### src/rtl/cache_arbiter_pkg.sv
// Shared types for the I/D-cache to physical-memory arbiter.
// Line and address widths follow the LC-3b cache types.
package cache_arbiter_pkg;

  localparam int ADDR_W = 16;
  localparam int LINE_W = 128;
  localparam int OFFS_W = 4;

  typedef logic [ADDR_W-1:0] lc3b_word;
  typedef logic [LINE_W-1:0] lc3b_c_line;
  typedef logic [OFFS_W-1:0] lc3b_c_offset;

  typedef enum logic [1:0] {
    arb_idle,
    arb_serve_i,
    arb_serve_d
  } lc3b_arb_state;

  typedef logic lc3b_arb_sel;
  localparam lc3b_arb_sel SEL_I = 1'b0;
  localparam lc3b_arb_sel SEL_D = 1'b1;

  function automatic lc3b_word line_align(
    input lc3b_word a
  );
    return {a[ADDR_W-1:OFFS_W], {OFFS_W{1'b0}}};
  endfunction

endpackage

### src/rtl/cache_arbiter_if.sv
// Cache-side and pmem-side signals of the arbiter.
// master = arbiter view, slave = caches + memory view.
interface cache_arbiter_if;
  import cache_arbiter_pkg::*;

  logic       i_read;
  lc3b_word   i_address;
  lc3b_c_line i_rdata;
  logic       i_resp;

  logic       d_read;
  logic       d_write;
  lc3b_word   d_address;
  lc3b_c_line d_wdata;
  lc3b_c_line d_rdata;
  logic       d_resp;

  logic       pmem_read;
  logic       pmem_write;
  lc3b_word   pmem_address;
  lc3b_c_line pmem_wdata;
  lc3b_c_line pmem_rdata;
  logic       pmem_resp;

  modport master (
    input  i_read, i_address,
    input  d_read, d_write,
    input  d_address, d_wdata,
    input  pmem_rdata, pmem_resp,
    output i_rdata, i_resp,
    output d_rdata, d_resp,
    output pmem_read, pmem_write,
    output pmem_address, pmem_wdata
  );

  modport slave (
    output i_read, i_address,
    output d_read, d_write,
    output d_address, d_wdata,
    output pmem_rdata, pmem_resp,
    input  i_rdata, i_resp,
    input  d_rdata, d_resp,
    input  pmem_read, pmem_write,
    input  pmem_address, pmem_wdata
  );

endinterface

### src/rtl/cache_arbiter_grant.sv
// Grant selection. CACHE_ARB_RR_EN: round-robin on contention,
// otherwise fixed D-over-I priority.
module cache_arbiter_grant
  import cache_arbiter_pkg::*;
(
  input  logic        i_req_i,
  input  logic        d_req_i,
`ifdef CACHE_ARB_RR_EN
  input  lc3b_arb_sel ptr_i,
`endif
  output logic        grant_valid_o,
  output lc3b_arb_sel grant_sel_o
);

  always_comb begin
    grant_valid_o = i_req_i | d_req_i;
    grant_sel_o   = SEL_I;
    unique case (1'b1)
      (i_req_i & d_req_i): begin
`ifdef CACHE_ARB_RR_EN
        grant_sel_o = ptr_i;
`else
        grant_sel_o = SEL_D;
`endif
      end
      (d_req_i & ~i_req_i): grant_sel_o = SEL_D;
      default:              grant_sel_o = SEL_I;
    endcase
  end

endmodule

### src/rtl/cache_arbiter.sv
// Shares one pmem port between I-cache and D-cache miss paths.
// Optional round-robin contention policy: CACHE_ARB_RR_EN.
module cache_arbiter
  import cache_arbiter_pkg::*;
(
  input  logic            clk,
  input  logic            rst_n,
  cache_arbiter_if.master bus
);

  lc3b_arb_state state_q, state_d;
  logic          rd_q, rd_d;
  logic          wr_q, wr_d;
  lc3b_word      addr_q, addr_d;
  lc3b_c_line    wdata_q, wdata_d;
  logic          i_req, d_req;
  logic          grant_valid;
  lc3b_arb_sel   grant_sel;

  assign i_req = bus.i_read;
  assign d_req = bus.d_read | bus.d_write;

`ifdef CACHE_ARB_RR_EN
  lc3b_arb_sel ptr_q, ptr_d;
`endif

  cache_arbiter_grant u_grant (
    .i_req_i       (i_req),
    .d_req_i       (d_req),
`ifdef CACHE_ARB_RR_EN
    .ptr_i         (ptr_q),
`endif
    .grant_valid_o (grant_valid),
    .grant_sel_o   (grant_sel)
  );

  assign bus.pmem_read    = rd_q;
  assign bus.pmem_write   = wr_q;
  assign bus.pmem_address = addr_q;
  assign bus.pmem_wdata   = wdata_q;
  assign bus.i_rdata      = bus.pmem_rdata;
  assign bus.d_rdata      = bus.pmem_rdata;
  assign bus.i_resp = (state_q == arb_serve_i) & bus.pmem_resp;
  assign bus.d_resp = (state_q == arb_serve_d) & bus.pmem_resp;

  always_comb begin
    state_d = state_q;
    rd_d    = rd_q;
    wr_d    = wr_q;
    addr_d  = addr_q;
    wdata_d = wdata_q;
`ifdef CACHE_ARB_RR_EN
    ptr_d   = ptr_q;
`endif
    unique case (state_q)
      arb_idle: begin
        if (grant_valid) begin
`ifdef CACHE_ARB_RR_EN
          ptr_d = ~grant_sel;
`endif
          if (grant_sel == SEL_D) begin
            state_d = arb_serve_d;
            addr_d  = line_align(bus.d_address);
            // read+write together is treated as a writeback
            wr_d    = bus.d_write;
            rd_d    = ~bus.d_write;
            if (bus.d_write) wdata_d = bus.d_wdata;
          end else begin
            state_d = arb_serve_i;
            addr_d  = line_align(bus.i_address);
            rd_d    = 1'b1;
            wr_d    = 1'b0;
          end
        end
      end
      arb_serve_i, arb_serve_d: begin
        if (bus.pmem_resp) begin
          state_d = arb_idle;
          rd_d    = 1'b0;
          wr_d    = 1'b0;
        end
      end
      default: state_d = arb_idle;
    endcase
  end

  always_ff @(posedge clk or negedge rst_n) begin
    if (!rst_n) begin
      state_q <= arb_idle;
      rd_q    <= 1'b0;
      wr_q    <= 1'b0;
      addr_q  <= '0;
      wdata_q <= '0;
    end else begin
      state_q <= state_d;
      rd_q    <= rd_d;
      wr_q    <= wr_d;
      addr_q  <= addr_d;
      wdata_q <= wdata_d;
    end
  end

`ifdef CACHE_ARB_RR_EN
  always_ff @(posedge clk or negedge rst_n) begin
    if (!rst_n) ptr_q <= SEL_I;
    else        ptr_q <= ptr_d;
  end
`endif

  a_d_rw_excl: assert property (
    @(posedge clk) disable iff (!rst_n)
    !(bus.d_read && bus.d_write)
  ) else $error("d_read and d_write asserted together");

endmodule
### src/flat_wrapper.sv
// flat-port wrapper written by rule: the top's interface ports become plain ports
module cache_arbiter_flat import cache_arbiter_pkg::*;
  (clk, rst_n, bus_i_read, bus_i_address, bus_d_read, bus_d_write, bus_d_address, bus_d_wdata, bus_pmem_rdata, bus_pmem_resp, bus_i_rdata, bus_i_resp, bus_d_rdata, bus_d_resp, bus_pmem_read, bus_pmem_write, bus_pmem_address, bus_pmem_wdata);
  cache_arbiter_if bus_i ();
  input  logic clk;
  input  logic rst_n;
  input wire logic [$bits(bus_i.i_read)-1:0] bus_i_read;
  input wire logic [$bits(bus_i.i_address)-1:0] bus_i_address;
  input wire logic [$bits(bus_i.d_read)-1:0] bus_d_read;
  input wire logic [$bits(bus_i.d_write)-1:0] bus_d_write;
  input wire logic [$bits(bus_i.d_address)-1:0] bus_d_address;
  input wire logic [$bits(bus_i.d_wdata)-1:0] bus_d_wdata;
  input wire logic [$bits(bus_i.pmem_rdata)-1:0] bus_pmem_rdata;
  input wire logic [$bits(bus_i.pmem_resp)-1:0] bus_pmem_resp;
  output wire logic [$bits(bus_i.i_rdata)-1:0] bus_i_rdata;
  output wire logic [$bits(bus_i.i_resp)-1:0] bus_i_resp;
  output wire logic [$bits(bus_i.d_rdata)-1:0] bus_d_rdata;
  output wire logic [$bits(bus_i.d_resp)-1:0] bus_d_resp;
  output wire logic [$bits(bus_i.pmem_read)-1:0] bus_pmem_read;
  output wire logic [$bits(bus_i.pmem_write)-1:0] bus_pmem_write;
  output wire logic [$bits(bus_i.pmem_address)-1:0] bus_pmem_address;
  output wire logic [$bits(bus_i.pmem_wdata)-1:0] bus_pmem_wdata;
  assign bus_i.i_read = bus_i_read;
  assign bus_i.i_address = bus_i_address;
  assign bus_i.d_read = bus_d_read;
  assign bus_i.d_write = bus_d_write;
  assign bus_i.d_address = bus_d_address;
  assign bus_i.d_wdata = bus_d_wdata;
  assign bus_i.pmem_rdata = bus_pmem_rdata;
  assign bus_i.pmem_resp = bus_pmem_resp;
  assign bus_i_rdata = bus_i.i_rdata;
  assign bus_i_resp = bus_i.i_resp;
  assign bus_d_rdata = bus_i.d_rdata;
  assign bus_d_resp = bus_i.d_resp;
  assign bus_pmem_read = bus_i.pmem_read;
  assign bus_pmem_write = bus_i.pmem_write;
  assign bus_pmem_address = bus_i.pmem_address;
  assign bus_pmem_wdata = bus_i.pmem_wdata;
  cache_arbiter u_core (.clk(clk), .rst_n(rst_n), .bus(bus_i));
endmodule
### config.mk
export PLATFORM = sky130hd
export DESIGN_NAME = cache_arbiter_flat
export DESIGN_NICKNAME = d
export VERILOG_FILES = /design/src/rtl/cache_arbiter_pkg.sv /design/src/rtl/cache_arbiter_if.sv /design/src/rtl/cache_arbiter_grant.sv /design/src/rtl/cache_arbiter.sv /design/src/flat_wrapper.sv
export SDC_FILE = /design/constraint.sdc
export NUM_CORES = 1
export LEC_CHECK = 0
export BUFFER_PORTS_ARGS = -buffer_cell sky130_fd_sc_hd__buf_2
export CORE_AREA = 10 10 263 265
export DETAILED_ROUTE_END_ITERATION = 10
export DIE_AREA = 0 0 273 275
export GPL_ROUTABILITY_DRIVEN = 0
export PLACE_DENSITY = 0.45
export SETUP_SLACK_MARGIN = 0.05
export SYNTH_ARGS = -nofsm -noshare
export SYNTH_HDL_FRONTEND = slang
export SYNTH_SLANG_ARGS = --single-unit
### constraint.sdc
create_clock -name clk -period 3.8 [get_ports clk]
set_clock_uncertainty 0.2 [all_clocks]
set_input_delay 0 -clock clk [delete_from_list [all_inputs] [get_ports clk]]
set_output_delay 0 -clock clk [all_outputs]
set_load 0.05 [all_outputs]
# Yosys cells after proc, flatten, opt, wreduce, memory -nomap -nowiden
# Index checks and enable logic that the tools add are counted.
[word_totals] regBits=148 wordCells=38 input_bits=294
[classes] n_mux=13 n_reduce_logical=8 n_bitwise=8 eq_ne=4
[op_table] op="2-to-1 mux 16 bit" n=1
[op_table] op="2-to-1 mux 1 bit" n=6
[op_table] op="2-to-1 mux 2 bit" n=3
[op_table] op="bitwise AND 1 bit" n=4
[op_table] op="one-hot mux 1 bit (2 select lines)" n=2
[op_table] op="one-hot mux 2 bit (2 select lines)" n=1
[op_table] op="AND reduction 2 bit" n=2
[op_table] op="AND reduction 4 bit" n=1
[op_table] op="OR reduction 2 bit" n=2
[op_table] op="AND reduction 3 bit" n=1
[op_table] op="equality test 2 x 1 -> 1 bit, second input constant" n=1
[op_table] op="equality test 2 bit, second input constant" n=1
[op_table] op="logical NOT 2 bit" n=1
[op_table] op="!= test 2 x 1 -> 1 bit, second input constant" n=1
[op_table] op="!= test 2 bit, second input constant" n=1
[op_table] op="NOT 1 bit" n=2
[op_table] op="OR 1 bit" n=2
[op_table] op="nonzero test 2 bit" n=1

# Logic depth before layout (Yosys ltp)
[logic_depth] word_depth=7 depth_mapped=6 mapped_depth_nobuf=5

# Cells and area by module
# A second synthesis with hierarchy kept.
[unflattened] hier_cells=618 area_unflattened_um2=8055.2
[by_module_without_submodules] module="cache_arbiter" n_inst=1 cells_each=616 area_per_inst_um2=8045.2 seq_area_each_um2=3603.5
[by_module_without_submodules] module="cache_arbiter_grant" n_inst=1 cells_each=2 area_per_inst_um2=10.0 seq_area_each_um2=0.0

# Worst setup path after synthesis
# Ideal clock, no wire load.
[synth_path] kind="register to register" startpoint="register u_core.state_q[0]" endpoint="register u_core.wdata_q[0], in the netlist u_core.bus.pmem_wdata[0]" setup_slack_ns=2.095 stages_incl_launch_ff=7 required_time_ns=3.472 setup_ns=0.128 arrival_ns=1.377 cell_sequence="dfrtp_1 -> inv_1 -> ha_1 -> nand2_1 -> buf_4 -> buf_6 -> mux2_1"
[synth_between] elab_chain_cells=2
[synth_lines] item="start: declaration" line_no="cache_arbiter.sv:11" text="lc3b_arb_state state_q, state_d;"
[synth_lines] item="start signal: assignment" line_no="cache_arbiter.sv:89" text="state_q <= arb_idle;"
[synth_lines] item="start signal: assignment" line_no="cache_arbiter.sv:95" text="state_q <= state_d;"
[synth_lines] item="logical NOT 2 bit" line_no="cache_arbiter.sv:55" text="unique case (state_q)"
[synth_lines] item="AND reduction 4 bit (no line)"
[synth_lines] item="end signal: assignment" line_no="cache_arbiter.sv:99" text="wdata_q <= wdata_d;"
[synth_lines] item="end: declaration" line_no="cache_arbiter.sv:15" text="lc3b_c_line wdata_q, wdata_d;"
# Every way passes these cells.
# A chain may end at the register's enable or synchronous reset.

# Worst setup path after layout
[layout_path] startpoint="input port bus_d_write" endpoint="register u_core.addr_q[7], in the netlist u_core.bus.pmem_address[7]"
[layout_between] elab_chain_cells=5 word_cells_on_any_way=8 cone_classes="2 x mux; 4 x bitwise; 2 x reduce/logical"
[layout_lines] item="start: declaration" line_no="flat_wrapper.sv:10" text="input wire logic [$bits(bus_i.d_write)-1:0] bus_d_write;"
[layout_lines] item="OR 1 bit *" line_no="cache_arbiter.sv:21" text="assign d_req = bus.d_read | bus.d_write;"
[layout_lines] item="bitwise AND 1 bit, on equally long branches" line_no="cache_arbiter_grant.sv:19, cache_arbiter_grant.sv:26"
[layout_lines] item="OR reduction 2 bit (no line)"
[layout_lines] item="2-to-1 mux 1 bit" line_no="cache_arbiter_grant.sv:18" text="unique case (1'b1)"
[layout_lines] item="2-to-1 mux 16 bit" line_no="cache_arbiter.sv:61" text="if (grant_sel == SEL_D) begin"
[layout_lines] item="end signal: assignment" line_no="cache_arbiter.sv:98" text="addr_q <= addr_d;"
[layout_lines] item="end: declaration" line_no="cache_arbiter.sv:14" text="lc3b_word addr_q, addr_d;"
# Every way passes the cells marked *; elsewhere a longest branch is shown, timed or not.

==> reports/results.ini <==
[critical_path]
cp_cell_sequence=dlygate4sd3_1 -> buf_2 -> nor2_2 -> mux2i_1 -> dlygate4sd3_1 -> o21ai_0 -> dlygate4sd3_1
required_ns=3.94
cpPeakStageDelay_ns=0.74
crit_fanout=14
startpoint_type=primary input
critPathKind=primary input to register
cp.arrival_ns=2.99
worstSetupEndpointType=register
slowest_stage=nor2_2
crit_top_cell=dlygate4sd3_1

[logic_synthesis]
synth.area.top_cells=dfrtp_1, buf_4, mux2_1
yosys_warnings=0
ys_ff_latch=144
synth_cell_types=26
yosysSeqAreaShare=0.4705
syn_avg_cell_area_um2=12.51
netlist_area_mm2=0.007659
yosysTopAreaCell=dfrtp_1
netlist_instances=612
synth_top_area_frac=0.4705

[clock_tree]
cts_tree=built
clkSinkCount=144
clock_latency_ns=0.46
ctsHoldBuffers=304
cts_buffers=17
cts_buffer_depth=2
cts.repair.resized=0
h-tree-depth=4
clkSlewWorstSetupHoldPaths_ns=0.07
post-cts-setup-buffers=0
cts-root-buf=clkbuf_16

[routing]
dr.pass1.iters=4
drt-total-wl_mm=27.16
ant_nets=0
num_vias=5463
viasPerCell=2.977
drtIter0Drc=138
drcViolationCount=0
drt-wirelength-per-cell_um=14.80

[power]
switchingPower_mw=5.655
peakVddDrop_v=0.0004236
p_sw_frac=0.5386
pwr-share-seq=0.258
power.share.clock=0.158
p_per_area_mw_per_mm2=886.4
power_mw=10.50
intPower_mw=4.844
power_frac_comb=0.584
p_leak_nw=5.306

[final_layout]
instances_no_fill=1835
area_delta_synth_final_pct=54.65
final_cell_mix=dlygate4sd3_1, buf_2, dfrtp_1, mux2_1, mux2_4
nets=1264
fillers=6901
final_common_cell=dlygate4sd3_1
drive_gt1_frac=0.3769

[global_route]
grt_pass1_vias=6278
grt_overflow=0
grt_pass1_wl_mm=38.92
grt_max_degree=70
track_usage=0.06825
antenna_found_initial=0

[die]
fp.dieW_um=273
num_rows=93
fp.dieH_um=275
start_util=0.1199
fp.coreArea_mm2=0.06388
io_pins=698
die-area_mm2=0.07508

[timing]
max_freq_mhz=350.7
final-hold-violation-count=0
setup_viol=0
tns_ns=0
rsz0062_at_grt=no
tightest_slew_ns=1.106
report.final.slew_viol_count=0
period_share=0.7504
finalWorstPathRequiredPeriod_ns=2.851
slew_headroom=0.2606
holdWs_ns=0.07629

[outcome]
outcome=finished clean

[job]
drv_cap=0

[placed_design]
placed_cells=1498
hpwlAfterDp_mm=16.68
io_buffers=301

[hold_path]
holdCritPathClass=primary input to register

==> synth_stat cells <==
master and count:
a21o_1 1, a21oi_1 3, and2_1 2, buf_2 1
buf_4 263, buf_6 12, clkbuf_1 1, conb_1 1
dfrtp_1 144, ha_1 4, inv_1 3, mux2_1 100
mux2_2 8, mux2_4 20, mux2i_1 13, nand2_1 13
nand2b_1 2, nor2_1 1, nor2_2 1, nor2b_1 1
nor3_1 1, o21ai_0 12, o2bb2ai_1 2, o31a_1 1
o31ai_2 1, o32ai_1 1
==> power groups by stage <==
stage	Clock [mW]	Sequential, mW	Combinational [mW]
final	1.65	2.71	6.14
after global routing	1.84	2.80	6.42
after floorplan	0	5.45	1.94
after detailed placement	0	2.72	5.24
after CTS	1.78	2.70	6.20
after global placement	0	2.70	5.21
==> cell families (layout without fill, tap and decap cells) <==
| group | after synthesis | in the layout | share of synthesized area |
|---|---|---|---|
| AO/OA/AOI/OAI | 21 | 21 | 0.01699 |
| flip-flops | 144 | 144 | 0.4705 |
| adder cells (fa/ha/maj) | 4 | 4 | 0.006535 |
| AND/OR/NAND/NOR | 21 | 21 | 0.01242 |
| multiplexers | 141 | 141 | 0.2150 |
| buffers and inverters | 280 | 644 | 0.2781 |
| other | 1 | 5 | 0.0004896 |
==> layer usage <==
layer | part of all wire | GRT usage | vias to the layer above
met5 | 0 | 0 | -
met4 | 0.024 | 0.03489 | 0
met3 | 0.094 | 0.03161 | 24
met2 | 0.52 | 0.1191 | 351
met1 | 0.36 | 0.06743 | 2621
li1 | - | - | 2467
==> cell type report <==
class / instances / area (µm²) / share of cell area
Sequential cell: 144 / 3603 / 0.3042
Tap cell: 855 / 1070 / 0.09032
Clock buffer: 17 / 425.4 / 0.03592
Inverter: 3 / 11.26 / 0.0009508
Clock inverter: 15 / 146.4 / 0.01236
Timing Repair Buffer: 609 / 4641 / 0.3918
Multi-Input combinational cell: 191 / 1944 / 0.1642
Antenna cell: 1 / 2.502 / 0.0002113
==> worst max-delay path, delay by kind of cell <==
family                 cells  cell delay, ns
buffers and inverters      4            1.86
and+or+nand+nor            1            0.74
muxes                      1            0.29
AOI/OAI and AO/OA          1            0.08
==> flip-flops by register name (all words and copies together), names as in the netlist <==
name / flops
u_core.bus.pmem_wdata: 128
u_core.bus.pmem_read: 1
u_core.bus.pmem_write: 1
u_core.bus.pmem_address: 12
u_core.state_q: 2
==> path summary, 6_finish.rpt <==
check	start	end	slack, ns	cells after the start
worst min-delay path	bus_d_wdata[26]	u_core.bus.pmem_wdata[26]	0.08	3
worst max register to register	u_core.state_q[1]	u_core.state_q[0]	1.12	7
worst max-delay path	bus_d_write	u_core.bus.pmem_address[7]	0.95	7
worst min register to register	u_core.bus.pmem_wdata[17]	u_core.bus.pmem_wdata[17]	0.28	1
max in group asynchronous	rst_n	u_core.bus.pmem_wdata[87]	2.43	4
min in group asynchronous	rst_n	u_core.bus.pmem_wdata[66]	0.34	3
==> stage by stage <==
| step | area [µm²] | setup slack (ns) | utilization |
|---|---|---|---|
| floorplan | 7670 | 2.095 | - |
| global route | 11840 | 0.8586 | 0.1854 |
| global placement | 8209 | 1.554 | 0.1285 |
| CTS | 11840 | 1.034 | 0.1854 |
| detailed placement | 8209 | 1.495 | 0.1285 |
| finish | 11840 | 0.9486 | 0.1854 |
(Power assumes the default switching activity.)
